===== config.mk =====
export PLATFORM = sky130hd
export DESIGN_NAME = controlador_entrada_saida_flat
export DESIGN_NICKNAME = d
export VERILOG_FILES = /design/src/rtl/controlador_entrada_saida_if.sv /design/src/rtl/controlador_entrada_saida.sv /design/src/flat_wrapper.sv
export SDC_FILE = /design/constraint.sdc
export NUM_CORES = 1
export LEC_CHECK = 0
export ABC_CLOCK_PERIOD_IN_PS = 4800
export CORE_UTILIZATION = 45
export DETAILED_ROUTE_END_ITERATION = 16
export GPL_TIMING_DRIVEN = 1
export PLACE_DENSITY = 0.77
export SYNTH_ARGS = -nofsm -noshare
export SYNTH_HDL_FRONTEND = slang
export SYNTH_SLANG_ARGS = --single-unit

===== constraint.sdc =====
create_clock -name clock -period 4.8 [get_ports clock]
set_clock_uncertainty 0.05 [all_clocks]
set_input_delay 0.96 -clock clock [delete_from_list [all_inputs] [get_ports clock]]
set_output_delay 0.96 -clock clock [all_outputs]
set_load 0.02 [all_outputs]

===== src/rtl/controlador_entrada_saida_if.sv =====
// controlador_entrada_saida_if: processor/board handshake bundle for the I/O sequencing controller.
interface controlador_entrada_saida_if #(
   parameter int LARGURA        = 32,
   parameter int LARGURA_CHAVES = 18
);
   logic                      req_entrada;
   logic                      req_saida;
   logic [LARGURA-1:0]        dado_saida;
   logic [LARGURA_CHAVES-1:0] chaves;
   logic                      botao;
   logic                      pausa;
   logic                      pronto;
   logic [LARGURA-1:0]        dado_entrada;
   logic [LARGURA-1:0]        reg_saida;
   logic                      saida_valida;
   logic                      aguardando;

   modport master (
      output req_entrada, req_saida, dado_saida, chaves, botao,
      input  pausa, pronto, dado_entrada, reg_saida, saida_valida, aguardando
   );

   modport slave (
      input  req_entrada, req_saida, dado_saida, chaves, botao,
      output pausa, pronto, dado_entrada, reg_saida, saida_valida, aguardando
   );
endinterface


===== src/rtl/controlador_entrada_saida.sv =====
// controlador_entrada_saida: stalls input instructions until a debounced key press/release, holds output writes.
module controlador_entrada_saida #(
   parameter int LARGURA         = 32,
   parameter int LARGURA_CHAVES  = 18,
   parameter int DEBOUNCE_CICLOS = 50000,
   parameter int LARGURA_CONT    = 16
) (
   input logic                   clock,
   input logic                   reset,
   controlador_entrada_saida_if.slave bus
);
   typedef enum logic [1:0] {OCIOSO, ESPERA_PRESS, ESPERA_SOLTA, CONCLUI} estado_t;

   localparam logic [LARGURA_CONT-1:0] FIM = LARGURA_CONT'(DEBOUNCE_CICLOS - 1);

   estado_t                   estado_q, estado_d;
   logic [LARGURA_CONT-1:0]   cont_q, cont_d;
   logic                      botao_m_q, botao_s_q;
   logic [LARGURA_CHAVES-1:0] chaves_m_q, chaves_s_q;
   logic [LARGURA-1:0]        dado_q, dado_d;
   logic [LARGURA-1:0]        reg_q, reg_d;
   logic                      valida_q, valida_d;
   logic                      aguardando, escrita, fim_cont;

   always_ff @(posedge clock or posedge reset) begin
      if (reset) begin
         estado_q   <= OCIOSO;
         cont_q     <= '0;
         botao_m_q  <= 1'b0;
         botao_s_q  <= 1'b0;
         chaves_m_q <= '0;
         chaves_s_q <= '0;
         dado_q     <= '0;
         reg_q      <= '0;
         valida_q   <= 1'b0;
      end else begin
         estado_q   <= estado_d;
         cont_q     <= cont_d;
         botao_m_q  <= bus.botao;
         botao_s_q  <= botao_m_q;
         chaves_m_q <= bus.chaves;
         chaves_s_q <= chaves_m_q;
         dado_q     <= dado_d;
         reg_q      <= reg_d;
         valida_q   <= valida_d;
      end
   end

   assign fim_cont = cont_q == FIM;

   always_comb begin
      estado_d = estado_q;
      cont_d   = cont_q;
      dado_d   = dado_q;
      case (estado_q)
         OCIOSO: begin
            if (bus.req_entrada) begin
               estado_d = ESPERA_PRESS;
               cont_d   = '0;
            end
         end
         ESPERA_PRESS: begin
            cont_d = botao_s_q ? cont_q + LARGURA_CONT'(1) : '0;
            if (botao_s_q && fim_cont) begin
               dado_d   = LARGURA'(chaves_s_q);
               cont_d   = '0;
               estado_d = ESPERA_SOLTA;
            end
         end
         ESPERA_SOLTA: begin
            cont_d = !botao_s_q ? cont_q + LARGURA_CONT'(1) : '0;
            if (!botao_s_q && fim_cont) begin
               cont_d   = '0;
               estado_d = CONCLUI;
            end
         end
         default: estado_d = OCIOSO;
      endcase
   end

   // The stall must be visible in the request cycle itself, so it is decoded combinationally.
   assign aguardando = estado_q == ESPERA_PRESS || estado_q == ESPERA_SOLTA;
   assign bus.pausa  = !reset && (estado_q == OCIOSO ? bus.req_entrada : aguardando);
   assign escrita    = bus.req_saida && !bus.pausa;
   assign reg_d      = escrita ? bus.dado_saida : reg_q;
   assign valida_d   = valida_q || escrita;

   assign bus.pronto       = estado_q == CONCLUI;
   assign bus.aguardando   = aguardando;
   assign bus.dado_entrada = dado_q;
   assign bus.reg_saida    = reg_q;
   assign bus.saida_valida = valida_q;
endmodule


===== src/flat_wrapper.sv =====
// flat-port wrapper written by rule: the top's interface ports become plain ports
module controlador_entrada_saida_flat 
#(
   parameter int LARGURA         = 32,
   parameter int LARGURA_CHAVES  = 18,
   parameter int DEBOUNCE_CICLOS = 50000,
   parameter int LARGURA_CONT    = 16
)
  (clock, reset, bus_req_entrada, bus_req_saida, bus_dado_saida, bus_chaves, bus_botao, bus_pausa, bus_pronto, bus_dado_entrada, bus_reg_saida, bus_saida_valida, bus_aguardando);
  controlador_entrada_saida_if #(.LARGURA(LARGURA), .LARGURA_CHAVES(LARGURA_CHAVES)) bus_i ();
  input logic clock;
  input logic reset;
  input wire logic [$bits(bus_i.req_entrada)-1:0] bus_req_entrada;
  input wire logic [$bits(bus_i.req_saida)-1:0] bus_req_saida;
  input wire logic [$bits(bus_i.dado_saida)-1:0] bus_dado_saida;
  input wire logic [$bits(bus_i.chaves)-1:0] bus_chaves;
  input wire logic [$bits(bus_i.botao)-1:0] bus_botao;
  output wire logic [$bits(bus_i.pausa)-1:0] bus_pausa;
  output wire logic [$bits(bus_i.pronto)-1:0] bus_pronto;
  output wire logic [$bits(bus_i.dado_entrada)-1:0] bus_dado_entrada;
  output wire logic [$bits(bus_i.reg_saida)-1:0] bus_reg_saida;
  output wire logic [$bits(bus_i.saida_valida)-1:0] bus_saida_valida;
  output wire logic [$bits(bus_i.aguardando)-1:0] bus_aguardando;
  assign bus_i.req_entrada = bus_req_entrada;
  assign bus_i.req_saida = bus_req_saida;
  assign bus_i.dado_saida = bus_dado_saida;
  assign bus_i.chaves = bus_chaves;
  assign bus_i.botao = bus_botao;
  assign bus_pausa = bus_i.pausa;
  assign bus_pronto = bus_i.pronto;
  assign bus_dado_entrada = bus_i.dado_entrada;
  assign bus_reg_saida = bus_i.reg_saida;
  assign bus_saida_valida = bus_i.saida_valida;
  assign bus_aguardando = bus_i.aguardando;
  controlador_entrada_saida #(.LARGURA(LARGURA), .LARGURA_CHAVES(LARGURA_CHAVES), .DEBOUNCE_CICLOS(DEBOUNCE_CICLOS), .LARGURA_CONT(LARGURA_CONT)) u_core (.clock(clock), .reset(reset), .bus(bus_i));
endmodule

==> out/metrics.csv <==
stage,metric,value,unit
status,run status,finished clean,
synth,"area leader, netlist",dfrtp_1,
synth,Yosys Warn Count,0,
sta,unrepaired setup endpoints after global routing,no,
sta,slack of the critical path,1.39,ns
synth,post-synthesis sequential area ratio,66.2,%
layout,diode count,0,
clocking,clk buf depth,2,
clocking,Post-CTS Setup Repair Bufs,0,
clocking,CTS tree,done,
sta,Least-Margin Pin Slew,0.919,ns
sta,Max Clock Freq,293,MHz
synth,"EDFF count, synth",0,
synth,top_reg_cell synth,dfrtp_1,
floorplan,IO Pins,123,
layout,area added between synthesis and finish,34.4,%
sta,relative slew slack,38.6,%
global_route,largest net degree at the start of global routing,65,
synth,Yosys reg bits,107,
flow_run,MaxCap Viol Count,0,
layout,register area,0.00268,sq mm
floorplan,Site Rows,34,
layout,layout cells sized above 1,19.8,%
clocking,Post-CTS Resized,0,
power,Power Density,340,mW/mm^2
global_route,GRT Util Overall,17.5,%
critical_path,Max Fanout on Critical Path,3,
sta,setup_tns,0,ns
sta,post-route minimum period,3.41,ns
global_route,first-pass GRT wire length,13.0,mm
floorplan,Die Y,96.8,microns
route,starting DRC count in detailed routing,103,
place,GP Congestion,0.788,
synth,Mean Syn Cell Area,14.4,sq um
hold_path,Min-Delay Path Class,reg2reg,
critical_path,CP arrival,2.40,ns
sta,fin. max-slew vios,0,
critical_path,most frequent CP cell,clkdlybuf4s50_1,
synth,"Async S/R FF share, synth",100,%
route,Vias/cell,5.06,
global_route,number of global-route vias before repair,2653,
synth,"count leader, synth",dfrtp_1,
synth,library cells used by synthesis,35,
synth,Post-synth top cells,"107 x dfrtp_1, 52 x mux2_2, 15 x buf_4, 14 x nand2_1, 9 x a21oi_1",
synth,Mapped Area,0.00404,sq mm
global_route,initial antenna violation count,0,
layout,number of fill cells,670,
floorplan,Starting Density,46.4,%
route,drt total wl,7.74,mm
place,DPL Wire Length,5.42,mm
clocking,CTS buffer count,9,
clocking,hold_buf cts,0,
route,average wire per standard cell,15.2,microns
route,# DRC,0,
sta,Final Hold Vio Count,0,
power,Max VDD drop,0.000212,V
critical_path,CP Data Required Time,3.79,ns
sta,Final period util,71.0,%
critical_path,slowest CP cell,clkdlybuf4s50_1,
critical_path,critical-path cell list,"clkdlybuf4s50_1, mux2i_1, nor2_1, clkdlybuf4s50_1",
floorplan,Core Area,0.00872,sq mm
layout,multi-input logic area,0.00126,sq mm
layout,Nets,456,
route,antenna-violating nets left,0,
place,# port buffers,108,
critical_path,Worst setup SP type,primary input,
floorplan,die span in x,96.8,microns
critical_path,crit-path max cell delay,0.55,ns
synth,Syn Inst Count,280,
route,1st-pass router iterations,4,
place,dpl ws,1.41,ns
clocking,Root Buffer,clkbuf_8,
power,total power,0.00185,W
power,Leak Pwr,2.32,nW
clocking,clock sinks,107,
clocking,# H-tree levels,3,
synth,Yosys top cell area share,66.2,%
critical_path,Crit. End Element,primary output,
sta,Hold WS,0.294,ns
global_route,GRT Residual Overflow,0,
clocking,Clock Latency Late Sink,0.39,ns
synth,ranking of synthesized cells by area,"dfrtp_1 66%, mux2_2 14%, buf_4 2.8%, ha_1 1.9%, nand2_1 1.3%",
sta,Final Setup Violations,0,
floorplan,full die area,0.00937,sq mm
clocking,clk slew on worst S/H paths,0.13,ns
route,detailed-route via count,2569,
critical_path,CP Class,in2out,
[layout make-up]
type,count,area share (%)
Clock inverter,7,1.98
Clock buffer,9,2.28
Multi-Input combinational cell,159,23.2
Sequential cell,107,49.3
Inverter,7,0.529
Timing Repair Buffer,111,20.3
Tap cell,108,2.49
[through the flow]
stage               util [%]  std cells  instance area (sq um)
CTS                     62.3        508                   5440
detailed placement      59.7        492                   5200
floorplan                  -        293                   4090
global placement        59.7        492                   5200
finish                  62.3        508                   5440
global route            62.3        508                   5440
[placed cells by master (no fill, tap or decap), types with 4 or more instances in the layout]
cell / Yosys / final
clkdlybuf4s50_1: 0 / 108
dfrtp_1: 107 / 107
mux2_2: 52 / 52
nand2_1: 14 / 14
conb_1: 1 / 14
a21oi_1: 9 / 9
clkbuf_8: 0 / 9
nand4_1: 8 / 8
nand2b_1: 6 / 6
or4_1: 6 / 6
inv_1: 7 / 6
ha_1: 6 / 6
nand3_1: 4 / 4
o311ai_0: 4 / 4
o21ai_0: 4 / 4
o31ai_1: 4 / 4
[state kept, by name, indices dropped and copies added (netlist names)]
register,flops
u_core.chaves_m_q,18
u_core.bus.saida_valida,1
u_core.chaves_s_q,18
u_core.cont_q,16
u_core.bus.dado_entrada,18
u_core.botao_m_q,1
u_core.estado_q,2
u_core.botao_s_q,1
u_core.bus.reg_saida,32
[critical path, delay by kind of cell]
kind                   cells  cell delay (ns)
buffers and inverters      2             0.98
multiplexers               1             0.36
AND/OR/NAND/NOR            1             0.10
[where the power goes]
part           switching, W  internal (W)
Clock              0.000374      0.000225
Sequential        0.0000261      0.000958
Combinational      0.000122      0.000142
[path summary, 6_finish.rpt]
path,depth (start not counted),startpoint,slack [ns],endpoint
setup / recovery,4,bus_req_entrada,1.39,bus_pausa
hold / removal,0,u_core.chaves_m_q[1],0.29,u_core.chaves_s_q[1]
setup reg to reg,5,u_core.cont_q[1],1.97,u_core.bus.dado_entrada[4]
hold reg to reg,0,u_core.chaves_m_q[1],0.29,u_core.chaves_s_q[1]
max in group asynchronous,3,reset,2.76,u_core.cont_q[11]
min in group asynchronous,2,reset,1.08,u_core.bus.reg_saida[8]
[cells by family (layout without fill, tap and decap cells)]
kind of cell               Yosys count  in the layout  synth area share [%]
muxes                               55             55                  15.2
other                                1             14                0.0927
xor gates and xnor gates             1              1                 0.217
adders and majority gates            6              6                  1.86
and+or+nand+nor                     55             55                  7.98
DFF                                107            107                  66.2
AOI/OAI and AO/OA                   28             28                  4.49
buffers and inverters               27            134                  3.93
[per-layer routing]
| layer | GRT usage [%] | vias up | routed length, microns |
|---|---|---|---|
| met5 | 0 | - | 0 |
| met4 | 8.61 | 0 | 170 |
| met3 | 4.84 | 13 | 462 |
| met2 | 27.6 | 87 | 3710 |
| met1 | 22.5 | 1275 | 3390 |
| li1 | - | 1194 | - |
No activity file was read; power rests on OpenSTA's default activity.
